### src/rtl/hilo_control_sequencer.sv
// hilo_control_sequencer
//   Decodes the D-stage instruction, registers the control bundle into the D->E boundary
//   and sequences the multi-cycle MULT/DIV unit. While the unit is busy, HI/LO users in D
//   are held (stallD) and bubbles are injected into E.
//
// Ports
//   clock, reset            : rising-edge clock, asynchronous active-low reset
//   opcode, funct, reg_rt_id: D-stage instruction fields
//   validD                  : D holds a real instruction
//   flushE, stallE          : discard D / freeze the E bundle
//   *E                      : registered control bundle for the execute stage
//   stallD                  : hold PC and the D register (combinational)
//   hilo_busy, hilo_done    : unit not idle / pulse on the final busy cycle
module hilo_control_sequencer #(
    parameter int unsigned DIV_CYCLES  = 32,
    parameter int unsigned MULT_CYCLES = 4,
    parameter int unsigned CNT_W       = 8
) (
    input  logic       clock,
    input  logic       reset,
    input  logic [5:0] opcode,
    input  logic [5:0] funct,
    input  logic [4:0] reg_rt_id,
    input  logic       validD,
    input  logic       flushE,
    input  logic       stallE,
    output logic       reg_writeE,
    output logic       mem_to_regE,
    output logic       mem_writeE,
    output logic       alu_srcE,
    output logic       reg_destE,
    output logic       syscallE,
    output logic       is_byteE,
    output logic       link_regE,
    output logic [3:0] alu_opE,
    output logic [1:0] hilo_opE,
    output logic       validE,
    output logic       illegalE,
    output logic       stallD,
    output logic       hilo_busy,
    output logic       hilo_done
);

    // Opcodes
    localparam logic [5:0] OpSpecial = 6'h00;
    localparam logic [5:0] OpRegimm  = 6'h01;
    localparam logic [5:0] OpJ       = 6'h02;
    localparam logic [5:0] OpJal     = 6'h03;
    localparam logic [5:0] OpBeq     = 6'h04;
    localparam logic [5:0] OpBne     = 6'h05;
    localparam logic [5:0] OpBlez    = 6'h06;
    localparam logic [5:0] OpBgtz    = 6'h07;
    localparam logic [5:0] OpAddi    = 6'h08;
    localparam logic [5:0] OpAddiu   = 6'h09;
    localparam logic [5:0] OpSlti    = 6'h0A;
    localparam logic [5:0] OpSltiu   = 6'h0B;
    localparam logic [5:0] OpAndi    = 6'h0C;
    localparam logic [5:0] OpOri     = 6'h0D;
    localparam logic [5:0] OpXori    = 6'h0E;
    localparam logic [5:0] OpLui     = 6'h0F;
    localparam logic [5:0] OpLb      = 6'h20;
    localparam logic [5:0] OpLw      = 6'h23;
    localparam logic [5:0] OpLbu     = 6'h24;
    localparam logic [5:0] OpSb      = 6'h28;
    localparam logic [5:0] OpSw      = 6'h2B;

    // SPECIAL funct codes
    localparam logic [5:0] FnSll     = 6'h00;
    localparam logic [5:0] FnSrl     = 6'h02;
    localparam logic [5:0] FnSra     = 6'h03;
    localparam logic [5:0] FnSllv    = 6'h04;
    localparam logic [5:0] FnSrlv    = 6'h06;
    localparam logic [5:0] FnSrav    = 6'h07;
    localparam logic [5:0] FnJr      = 6'h08;
    localparam logic [5:0] FnJalr    = 6'h09;
    localparam logic [5:0] FnSyscall = 6'h0C;
    localparam logic [5:0] FnMfhi    = 6'h10;
    localparam logic [5:0] FnMthi    = 6'h11;
    localparam logic [5:0] FnMflo    = 6'h12;
    localparam logic [5:0] FnMtlo    = 6'h13;
    localparam logic [5:0] FnMult    = 6'h18;
    localparam logic [5:0] FnMultu   = 6'h19;
    localparam logic [5:0] FnDiv     = 6'h1A;
    localparam logic [5:0] FnDivu    = 6'h1B;
    localparam logic [5:0] FnAdd     = 6'h20;
    localparam logic [5:0] FnAddu    = 6'h21;
    localparam logic [5:0] FnSub     = 6'h22;
    localparam logic [5:0] FnSubu    = 6'h23;
    localparam logic [5:0] FnAnd     = 6'h24;
    localparam logic [5:0] FnOr      = 6'h25;
    localparam logic [5:0] FnXor     = 6'h26;
    localparam logic [5:0] FnNor     = 6'h27;
    localparam logic [5:0] FnSlt     = 6'h2A;
    localparam logic [5:0] FnSltu    = 6'h2B;

    // REGIMM rt codes
    localparam logic [4:0] RtBltz    = 5'h00;
    localparam logic [4:0] RtBgez    = 5'h01;
    localparam logic [4:0] RtBltzal  = 5'h10;
    localparam logic [4:0] RtBgezal  = 5'h11;

    // ALU ops
    localparam logic [3:0] AluAdd  = 4'd0;
    localparam logic [3:0] AluSub  = 4'd1;
    localparam logic [3:0] AluAnd  = 4'd2;
    localparam logic [3:0] AluOr   = 4'd3;
    localparam logic [3:0] AluXor  = 4'd4;
    localparam logic [3:0] AluNor  = 4'd5;
    localparam logic [3:0] AluSlt  = 4'd6;
    localparam logic [3:0] AluSltu = 4'd7;
    localparam logic [3:0] AluSll  = 4'd8;
    localparam logic [3:0] AluSrl  = 4'd9;
    localparam logic [3:0] AluSra  = 4'd10;
    localparam logic [3:0] AluLui  = 4'd11;

    // HI/LO unit ops
    localparam logic [1:0] HiloNone = 2'd0;
    localparam logic [1:0] HiloMult = 2'd1;
    localparam logic [1:0] HiloDiv  = 2'd2;
    localparam logic [1:0] HiloMove = 2'd3;

    typedef struct packed {
        logic       reg_write;
        logic       mem_to_reg;
        logic       mem_write;
        logic       alu_src;
        logic       reg_dest;
        logic       syscall;
        logic       is_byte;
        logic       link_reg;
        logic [3:0] alu_op;
        logic [1:0] hilo_op;
        logic       valid;
        logic       illegal;
    } ctrl_t;

    typedef enum logic {StIdle, StBusy} state_e;

    ctrl_t            dec;
    ctrl_t            ctrl_q;
    logic             legal;
    logic             is_hilo;   // touches HI/LO: must wait for the unit
    logic             is_start;  // MULT*/DIV*: starts the unit
    logic             unit_issue;
    logic [CNT_W-1:0] cnt_load;
    state_e           state_q;
    logic [CNT_W-1:0] cnt_q;
    logic             done_q;

    // Combinational decode of D
    always_comb begin
        dec          = '0;
        dec.valid    = 1'b1;
        legal        = 1'b1;
        is_hilo      = 1'b0;
        is_start     = 1'b0;
        case (opcode)
            OpSpecial: begin
                case (funct)
                    FnSll, FnSllv: begin
                        dec.reg_write = 1'b1; dec.reg_dest = 1'b1; dec.alu_op = AluSll;
                    end
                    FnSrl, FnSrlv: begin
                        dec.reg_write = 1'b1; dec.reg_dest = 1'b1; dec.alu_op = AluSrl;
                    end
                    FnSra, FnSrav: begin
                        dec.reg_write = 1'b1; dec.reg_dest = 1'b1; dec.alu_op = AluSra;
                    end
                    FnJr: begin
                    end
                    FnJalr: begin
                        dec.reg_write = 1'b1; dec.reg_dest = 1'b1; dec.link_reg = 1'b1;
                    end
                    FnSyscall: dec.syscall = 1'b1;
                    FnMfhi, FnMflo: begin
                        dec.reg_write = 1'b1; dec.reg_dest = 1'b1; is_hilo = 1'b1;
                    end
                    FnMthi, FnMtlo: begin
                        dec.hilo_op = HiloMove; is_hilo = 1'b1;
                    end
                    FnMult, FnMultu: begin
                        dec.hilo_op = HiloMult; is_hilo = 1'b1; is_start = 1'b1;
                    end
                    FnDiv, FnDivu: begin
                        dec.hilo_op = HiloDiv; is_hilo = 1'b1; is_start = 1'b1;
                    end
                    FnAdd, FnAddu: begin
                        dec.reg_write = 1'b1; dec.reg_dest = 1'b1; dec.alu_op = AluAdd;
                    end
                    FnSub, FnSubu: begin
                        dec.reg_write = 1'b1; dec.reg_dest = 1'b1; dec.alu_op = AluSub;
                    end
                    FnAnd: begin
                        dec.reg_write = 1'b1; dec.reg_dest = 1'b1; dec.alu_op = AluAnd;
                    end
                    FnOr: begin
                        dec.reg_write = 1'b1; dec.reg_dest = 1'b1; dec.alu_op = AluOr;
                    end
                    FnXor: begin
                        dec.reg_write = 1'b1; dec.reg_dest = 1'b1; dec.alu_op = AluXor;
                    end
                    FnNor: begin
                        dec.reg_write = 1'b1; dec.reg_dest = 1'b1; dec.alu_op = AluNor;
                    end
                    FnSlt: begin
                        dec.reg_write = 1'b1; dec.reg_dest = 1'b1; dec.alu_op = AluSlt;
                    end
                    FnSltu: begin
                        dec.reg_write = 1'b1; dec.reg_dest = 1'b1; dec.alu_op = AluSltu;
                    end
                    default: legal = 1'b0;
                endcase
            end
            // REGIMM branches select their sub-op through rt, not funct
            OpRegimm: begin
                case (reg_rt_id)
                    RtBltz, RtBgez: dec.alu_op = AluSub;
                    RtBltzal, RtBgezal: begin
                        dec.alu_op = AluSub; dec.reg_write = 1'b1; dec.link_reg = 1'b1;
                    end
                    default: legal = 1'b0;
                endcase
            end
            OpJ: begin
            end
            OpJal: begin
                dec.reg_write = 1'b1; dec.link_reg = 1'b1;
            end
            OpBeq, OpBne, OpBlez, OpBgtz: dec.alu_op = AluSub;
            OpAddi, OpAddiu: begin
                dec.reg_write = 1'b1; dec.alu_src = 1'b1; dec.alu_op = AluAdd;
            end
            OpSlti: begin
                dec.reg_write = 1'b1; dec.alu_src = 1'b1; dec.alu_op = AluSlt;
            end
            OpSltiu: begin
                dec.reg_write = 1'b1; dec.alu_src = 1'b1; dec.alu_op = AluSltu;
            end
            OpAndi: begin
                dec.reg_write = 1'b1; dec.alu_src = 1'b1; dec.alu_op = AluAnd;
            end
            OpOri: begin
                dec.reg_write = 1'b1; dec.alu_src = 1'b1; dec.alu_op = AluOr;
            end
            OpXori: begin
                dec.reg_write = 1'b1; dec.alu_src = 1'b1; dec.alu_op = AluXor;
            end
            OpLui: begin
                dec.reg_write = 1'b1; dec.alu_src = 1'b1; dec.alu_op = AluLui;
            end
            OpLb, OpLbu: begin
                dec.reg_write = 1'b1; dec.mem_to_reg = 1'b1; dec.alu_src = 1'b1;
                dec.is_byte   = 1'b1;
            end
            OpLw: begin
                dec.reg_write = 1'b1; dec.mem_to_reg = 1'b1; dec.alu_src = 1'b1;
            end
            OpSb: begin
                dec.mem_write = 1'b1; dec.alu_src = 1'b1; dec.is_byte = 1'b1;
            end
            OpSw: begin
                dec.mem_write = 1'b1; dec.alu_src = 1'b1;
            end
            default: legal = 1'b0;
        endcase
        // Undecoded: bubble-equivalent bundle flagged illegal; the unit ignores it
        if (!legal) begin
            dec         = '0;
            dec.valid   = 1'b1;
            dec.illegal = 1'b1;
            is_hilo     = 1'b0;
            is_start    = 1'b0;
        end
    end

    assign hilo_busy = (state_q == StBusy);
    assign hilo_done = done_q;

    // The final busy cycle releases the hazard so the waiting op issues as busy falls
    assign stallD     = hilo_busy & ~done_q & validD & is_hilo;
    assign unit_issue = validD & ~flushE & ~stallD & ~stallE & is_start;
    assign cnt_load   = (dec.hilo_op == HiloDiv) ? CNT_W'(DIV_CYCLES - 1)
                                                 : CNT_W'(MULT_CYCLES - 1);

    // Unit sequencer; runs independently of stallE/flushE once started
    always_ff @(posedge clock or negedge reset) begin
        if (!reset) begin
            state_q <= StIdle;
            cnt_q   <= '0;
            done_q  <= 1'b0;
        end else begin
            done_q <= 1'b0;
            unique case (state_q)
                StIdle: begin
                    if (unit_issue) begin
                        state_q <= StBusy;
                        cnt_q   <= cnt_load;
                    end
                end
                StBusy: begin
                    if (cnt_q == '0) begin
                        // Back-to-back op reloads without passing through idle
                        if (unit_issue) begin
                            cnt_q <= cnt_load;
                        end else begin
                            state_q <= StIdle;
                        end
                    end else begin
                        cnt_q  <= cnt_q - 1'b1;
                        done_q <= (cnt_q == CNT_W'(1));
                    end
                end
                default: state_q <= StIdle;
            endcase
        end
    end

    // D->E pipeline register
    always_ff @(posedge clock or negedge reset) begin
        if (!reset) begin
            ctrl_q <= '0;
        end else if (!stallE) begin
            if (flushE || stallD || !validD) begin
                ctrl_q <= '0;
            end else begin
                ctrl_q <= dec;
            end
        end
    end

    assign reg_writeE  = ctrl_q.reg_write;
    assign mem_to_regE = ctrl_q.mem_to_reg;
    assign mem_writeE  = ctrl_q.mem_write;
    assign alu_srcE    = ctrl_q.alu_src;
    assign reg_destE   = ctrl_q.reg_dest;
    assign syscallE    = ctrl_q.syscall;
    assign is_byteE    = ctrl_q.is_byte;
    assign link_regE   = ctrl_q.link_reg;
    assign alu_opE     = ctrl_q.alu_op;
    assign hilo_opE    = ctrl_q.hilo_op;
    assign validE      = ctrl_q.valid;
    assign illegalE    = ctrl_q.illegal;

endmodule

### config.mk
export PLATFORM = sky130hd
export DESIGN_NAME = hilo_control_sequencer
export DESIGN_NICKNAME = d
export VERILOG_FILES = /design/src/rtl/hilo_control_sequencer.sv
export SDC_FILE = /design/constraint.sdc
export NUM_CORES = 1
export LEC_CHECK = 0
export CAP_MARGIN = 20
export CORE_MARGIN = 1
export CORE_UTILIZATION = 45
export DETAILED_ROUTE_END_ITERATION = 8
export MAX_ROUTING_LAYER = met4
export PLACE_DENSITY = 0.78
export REMOVE_ABC_BUFFERS = 1
export SYNTH_ARGS = -nofsm -noshare
export SYNTH_HDL_FRONTEND = slang
export SYNTH_SLANG_ARGS = --single-unit
export TNS_END_PERCENT = 20
### constraint.sdc
create_clock -name clock -period 1.9 [get_ports clock]
set_input_delay 0.38 -clock clock [delete_from_list [all_inputs] [get_ports clock]]
set_output_delay 0.38 -clock clock [all_outputs]
set_load 0.005 [all_outputs]
# Yosys cells after proc, flatten, opt, wreduce, memory -nomap -nowiden
# Cells that the tools add are included.
# op_classes
n_addsub,1
multipliers,0
n_div,0
magnitude_cmp,0
eq_ne,51
n_shift,0
muxes,36
n_bitwise,12
reduce_logical,27
# op_table
operator,n
$eq A6 B6 Y1 const B,15
$eq A6 B4 Y1 const B,11
$eq A6 B5 Y1 const B,8
$eq A6 B3 Y1 const B,7
$pmux W4 S10,1
$reduce_or A19 Y1,2
$pmux W4 S9,1
$mux W16,2
$reduce_or A27 Y1,1
$eq A6 B2 Y1 const B,4
$mux W1,21
$reduce_or A2 Y1,9
$mux W8,2
$pmux W8 S2,1
$reduce_or A13 Y1,1
$logic_not A6 Y1,2
$reduce_or A12 Y1,1
$reduce_or A4 Y1,3
$eq A5 B5 Y1 const B,2
$pmux W1 S3,3
$eq A8 B1 Y1 const B,1
$logic_not A8 Y1,1
$reduce_or A8 Y1,1
$sub A8 B1 Y8 const B,1
other kinds (13),26
# totals
ff_bits,26
latchBits,0
ramBits,0
romBits,0
mem_count,0

# Depth between registers and ports, before layout
# Gate-level depths: netlist of run 1.
# depth
ltp_word,13
ltp_mapped,7
ltp_nobuf,7

# Least setup slack after synthesis of run 1
# Ideal clock, no wire load.
# synth_timing
kind,in2reg
startpoint,input stallE
endpoint,register cnt_q[2]
setup_time_ns,0.104
t_arrival_ns,1.679
required_ns,1.796
slack_ns,0.117
cell_stages,6
path_buffers,1
cell_sequence,buf_6 > or3b_4 > a21oi_4 > nand4_1 > or4_4 > o311ai_1
# synth_between
elab_chain_cells,6
# synth_rtl
item,line_no,source
start: declaration,26,"input logic stallE,"
$not A1 Y1 (*),281,assign unit_issue = validD & ~flushE & ~stallD & ~stallE & is_start;
$and A1 B1 Y1 (*) (2 in a row),281,
$mux W8 (*),-,
$mux W8,-,
$pmux W8 S2 (*),-,
end signal: assignment,297,cnt_q <= cnt_load;
end signal: assignment,304,cnt_q <= cnt_load;
end signal: assignment,309,cnt_q <= cnt_q - 1'b1;
end: declaration,147,logic [CNT_W-1:0] cnt_q;
# Every way passes the cells marked *; elsewhere a longest branch is shown, timed or not.
# A chain may end at the register's enable or synchronous reset.

# Worst setup path after layout of run 1
# layout_timing
startpoint,register cnt_q[3]
endpoint,register cnt_q[2]
# layout_between
elab_chain_cells,3
# layout_rtl
item,line_no,source
$logic_not A8 Y1,301,if (cnt_q == '0) begin
$mux W8,301,
$pmux W8 S2,293,unique case (state_q)
# Every way passes these cells.

==> results.toml, run 1 <==
[synth]
yosysTopAreaCell = "dfrtp_1"
yosysWarnings = 0
netlist_top_cells_count = "dfrtp_1 (26), nand2_1 (19), nor2_1 (18)"
postSynthAreaPerCell_sq_um = 8.63
ys_ff_latch = 26
synthTopCellsByArea = "dfrtp_1 (38%), nand2_1 (4.2%), nor2_1 (4.0%), a21oi_1 (3.2%), o21ai_1 (3.2%)"
synth_top_area_share_pct = 38.3
yosysSeqAreaShare_pct = 38.3
ys_async_sr_fraction_pct = 100
synth_edf_count = 0
syn_inst = 197
yosys.cell_count.top_type = "dfrtp_1"
synthesis.area_sq_um = 1700
synthFlopType = "dfrtp_1"
synthDistinctLibCells = 55

[setup_path]
critPathBufInv = 0
cp_slowest_cell = "or4_4"
worstSetupPathType = "flip-flop to flip-flop"
crit_path_start_kind = "flip-flop"
endpoint_kind = "flip-flop"
max_stage_delay_ps = 550
r2r_cells = 4
cp_max_fo = 5
crit_cells = 4
cp_top_family = "simple AND/OR/NAND/NOR gates"
arrival_ps = 1980
crit_chain = "nor4_4 -> a31oi_1 -> or4_4 -> o311ai_2"
worstPathRequired_ps = 2070

[cells_and_area]
multi_input_area_sq_um = 1010
num-nets-final = 306
diodes = 0
syn_to_final_growth_pct = 51.4
drive_gt1_share_pct = 27.5
n_fill_cell = 256
seq_area_sq_um = 651
fin_util_pct = 74.2

[clock_tree]
cts_buffers = 3
clk_pin_slew_ps = 90
clock-sinks = 26
cts_buffer_depth = 2
hold_buffers = 0
cts_root_buf = "clkbuf_8"
htreeDepth = 1
cts_tree = "done"
clk_latency_ps = 270

[floorplanning]
start_util_pct = 49.0
ioPinCount = 41
dieArea_sq_um = 4030
core-area_sq_um = 3470
die_y_um = 63.5
die_w_um = 63.5
num_rows = 21

[drt]
viasPerCell = 5.87
drtAntennaViolNets = 0
drc_errors = 0
wl_per_cell_um = 16.0
wl_um = 5210
first_pass_iters = 4
vias = 1914
drt_iter0_drc = 145

[timing]
hold_viol_final = 0
timing.final.crit_share_pct = 95.2
maxSlewViolCount = 0
setup_tns_ps = 0
timing.hold.ws_ps = 460
timing.final.ws_setup_ps = 90.4
maxSlewHeadroom_pct = 69.2
max_freq_ghz = 0.553
worst_pin_slew_ps = 460
period_needed_ps = 1810
setup_viol = 0
skew_ps = 2.27
rsz0062_at_grt = "yes"

[pwr]
total_power_mw = 1.37
power.density_nw_per_um2 = 533
p_sw_uw = 360
p_leak_nw = 1.16
p_seq_share_pct = 44.8
peakVddDrop_mv = 0.367
switching_share_pct = 26.3
internal_power_mw = 1.01
p_comb_share_pct = 21.6
clkPwrFrac_pct = 33.7

[global_route]
grt_pass1_wl_um = 8780
grt.total_usage_pct = 28.8
grt_pass1_vias = 1893
antenna_found_initial = 0
grt_overflow = 0
grt_max_degree = 27

[outcome]
status = "finished clean"

[place]
hpwl_um = 3660
gp_congestion = 0.920
dpl_worst_slack_ps = -635
numPortBuffers = 39

[flow_run]
maxCapViolCount = 0

[worst_hold_path]
min_path_type = "input port to asynchronous set/reset pin"
==> cells by family (layout without fill, tap and decap cells) <==
group / after synthesis / in the layout / share of synthesized area (%)
simple gates: 77 / 77 / 25.2
compound gates: 64 / 64 / 26.3
xor+xnor: 3 / 3 / 1.55
flops: 26 / 26 / 38.3
mux: 2 / 2 / 1.18
buf+inv: 22 / 105 / 5.30
fa+ha+maj: 3 / 3 / 2.21
==> metal layers <==
| metal | GRT usage (%) | vias up | routed length (um) |
|---|---|---|---|
| li1 | - | 896 | - |
| met1 | 36.8 | 912 | 2130 |
| met2 | 47.2 | 90 | 2510 |
| met3 | 2.54 | 16 | 388 |
| met4 | 11.1 | 0 | 174 |
| met5 | - | - | 0 |
==> state kept, by name, indices dropped and copies added, names as in the netlist <==
register,flops
reg_writeE,1
link_regE,1
hilo_done,1
alu_srcE,1
mem_to_regE,1
alu_opE,4
mem_writeE,1
hilo_busy,1
hilo_opE,2
syscallE,1
cnt_q,8
is_byteE,1
reg_destE,1
illegalE,1
validE,1
==> path summary, 6_finish.rpt <==
path	startpoint	endpoint	slack, ps
hold reg to reg	alu_srcE	alu_srcE	480
min in group clock	alu_srcE	alu_srcE	480
max in group asynchronous	reset	cnt_q[3]	1180
setup / recovery	cnt_q[3]	cnt_q[2]	90
setup reg to reg	cnt_q[3]	cnt_q[2]	90
hold / removal	reset	alu_opE[0]	460
==> power by group through the flow <==
stage          clock, mW  combinational, mW  sequential (mW)
6_report           0.462              0.296            0.615
3_5_place_dp           0              0.286            0.621
4_1_cts            0.465              0.291            0.610
5_1_grt            0.487              0.325            0.621
3_3_place_gp           0              0.278            0.620
2_1_floorplan          0              0.104            0.616
==> final cells by class <==
class | count | share of cell area (%)
Clock buffer | 3 | 1.60
Timing Repair Buffer | 88 | 28.7
Multi-Input combinational cell | 149 | 39.1
Tap cell | 46 | 2.24
Clock inverter | 1 | 1.17
Inverter | 13 | 1.90
Sequential cell | 26 | 25.3
==> stage by stage <==
step	area, sq um	std cells
after floorplan	1660	188
after CTS	2580	327
after global placement	2450	319
final	2570	326
after detailed placement	2450	319
after global routing	2570	326
==> layout by cell type (no fill, tap or decap), types with 3 or more instances in the layout <==
cell type        count
a31oi_1              3
nand3b_1             3
ha_1                 3
o21a_1               3
a22o_1               6
inv_2                4
nand3_1              4
clkbuf_8             3
nor3_1               4
dlygate4sd2_1        6
buf_4               48
a21oi_1             10
nand2_1             19
o21ai_1             11
or3_1                5
nand4_1              3
inv_1                9
nor2b_1              3
a32o_1               3
clkdlybuf4s50_1     26
dfrtp_1             26
nor2_1              17
o211ai_1             3
o21ai_0              6
==> what timing repair did <==
item	CTS	global route
resized for setup	28	9
setup buffers	4	0
pin swaps	6	4
endpoints found under the setup margin	20	9
(Power assumes the default switching activity.)
==> run 2, diff against run 1 <==
- CORE_UTILIZATION: 45 -> 40
- CTS_CLUSTER_DIAMETER: not set -> 120
- PLACE_DENSITY: 0.78 -> 0.71
- clock period: 1.9 -> 1.5 ns (I/O delays scaled with it)
==> results.toml, run 2 (synthesis gave the netlist of run 1 again) <==
[outcome]
status = "finished with violations"
violations = "negative setup slack"

[timing]
max_freq_ghz = 0.563
setup_tns_ps = -3150
maxSlewViolCount = 0
skew_ps = 2.26
timing.final.crit_share_pct = 118
worst_pin_slew_ps = 363
rsz0062_at_grt = "yes"
timing.final.ws_setup_ps = -277
setup_viol = 21
hold_viol_final = 0
timing.hold.ws_ps = 366
maxSlewHeadroom_pct = 75.2
period_needed_ps = 1780

[clock_tree]
clk_latency_ps = 290
htreeDepth = 1
cts_root_buf = "clkbuf_8"
cts_buffers = 3
cts_buffer_depth = 2
clock-sinks = 26
cts_tree = "done"
clk_pin_slew_ps = 90

[drt]
viasPerCell = 5.58
wl_per_cell_um = 16.5
drt_iter0_drc = 149
drc_errors = 0
vias = 1982
wl_um = 5870
drtAntennaViolNets = 0
first_pass_iters = 4

[cells_and_area]
syn_to_final_growth_pct = 72.0
num-nets-final = 331
final_cells = 355
largest_register_ffs = 8
fin_util_pct = 72.6
final_common_cell = "buf_4"
diodes = 0
final_cell_mix = "buf_4 (68), dfrtp_1 (25), clkdlybuf4s50_1 (20)"
design_area_sq_um = 2920
largest-register = "cnt_q"
drive_gt1_share_pct = 40.3
n_fill_cell = 305

[pwr]
power.density_nw_per_um2 = 632
peakVddDrop_mv = 0.335
total_power_mw = 1.85
p_leak_nw = 1.35

[setup_path]
cp_top_family = "simple AND/OR/NAND/NOR gates"
r2r_cells = 4
crit_chain = "nor4_4 -> a31oi_4 -> or4_4 -> o211ai_1"
crit_path_start_kind = "flip-flop"
ff2ff_setup_slack_ps = -280
worstReg2RegEnd = "cnt_q[3]"
arrival_ps = 1960
worstPathRequired_ps = 1690
r2r-start = "cnt_q[3]"
worstSetupPathType = "flip-flop to flip-flop"
crit_cells = 4
critPathLaunch = "cnt_q[3]"
max_stage_delay_ps = 540
cp_slowest_cell = "or4_4"
critPathBufInv = 0
endpoint_kind = "flip-flop"
cp_max_fo = 5
crit_end = "cnt_q[3]"

[global_route]
grt_overflow = 0
grt.total_usage_pct = 26.7
grt_pass1_wl_um = 8730
grt_max_degree = 27
grt_pass1_vias = 1869
antenna_found_initial = 0

[floorplanning]
ioPinCount = 41
num_rows = 23
core-area_sq_um = 4030
die_w_um = 67.2
die_y_um = 67.2
dieArea_sq_um = 4520
start_util_pct = 42.2

[place]
dp_cells = 345
hpwl_um = 3950
placed_area_sq_um = 2640
numPortBuffers = 39
gp_congestion = 0.890
dpl_worst_slack_ps = -907

[worst_hold_path]
min_path_type = "input port to asynchronous set/reset pin"

[flow_run]
maxCapViolCount = 0
run 2: final cells by class:
type | count | area [sq um] | share of cell area (%)
inverter | 13 | 48.8 | 1.67
clock buffer | 3 | 41.3 | 1.41
tap | 50 | 62.6 | 2.14
clock inverter | 1 | 30.0 | 1.03
multi-input combinational | 149 | 1130 | 38.7
timing repair buffer | 113 | 957 | 32.7
sequential | 26 | 652 | 22.3
run 2: what timing repair did:
item	in CTS	in global routing
endpoints found under the setup margin	26	27
pin swaps	12	8
hold buffers	0	0
gates resized for setup	57	20
setup buffers	5	2
run 2: worst min path at each step:
stage | to | depth (start not counted) | start
floorplan | alu_opE[0] | 0 | reset
global placement | alu_srcE | 2 | alu_srcE
detailed placement | alu_srcE | 2 | alu_srcE
CTS | illegalE | 2 | reset
global route | reg_writeE | 2 | reset
finish | cnt_q[6] | 2 | reset
run 2: layer usage:
metal | up-vias | share of wire [%] | global-route usage, %
met1 | 947 | 43 | 34.8
met3 | 23 | 4.9 | 3.55
met4 | 0 | 3.5 | 10.9
met2 | 73 | 49 | 41.8
li1 | 939 | - | -
met5 | - | 0 | -
run 2: power breakdown:
group          internal (mW)  switching, mW  total, mW
clock network          0.358          0.250      0.608
registers              0.738         0.0391      0.777
logic                  0.236          0.225      0.462
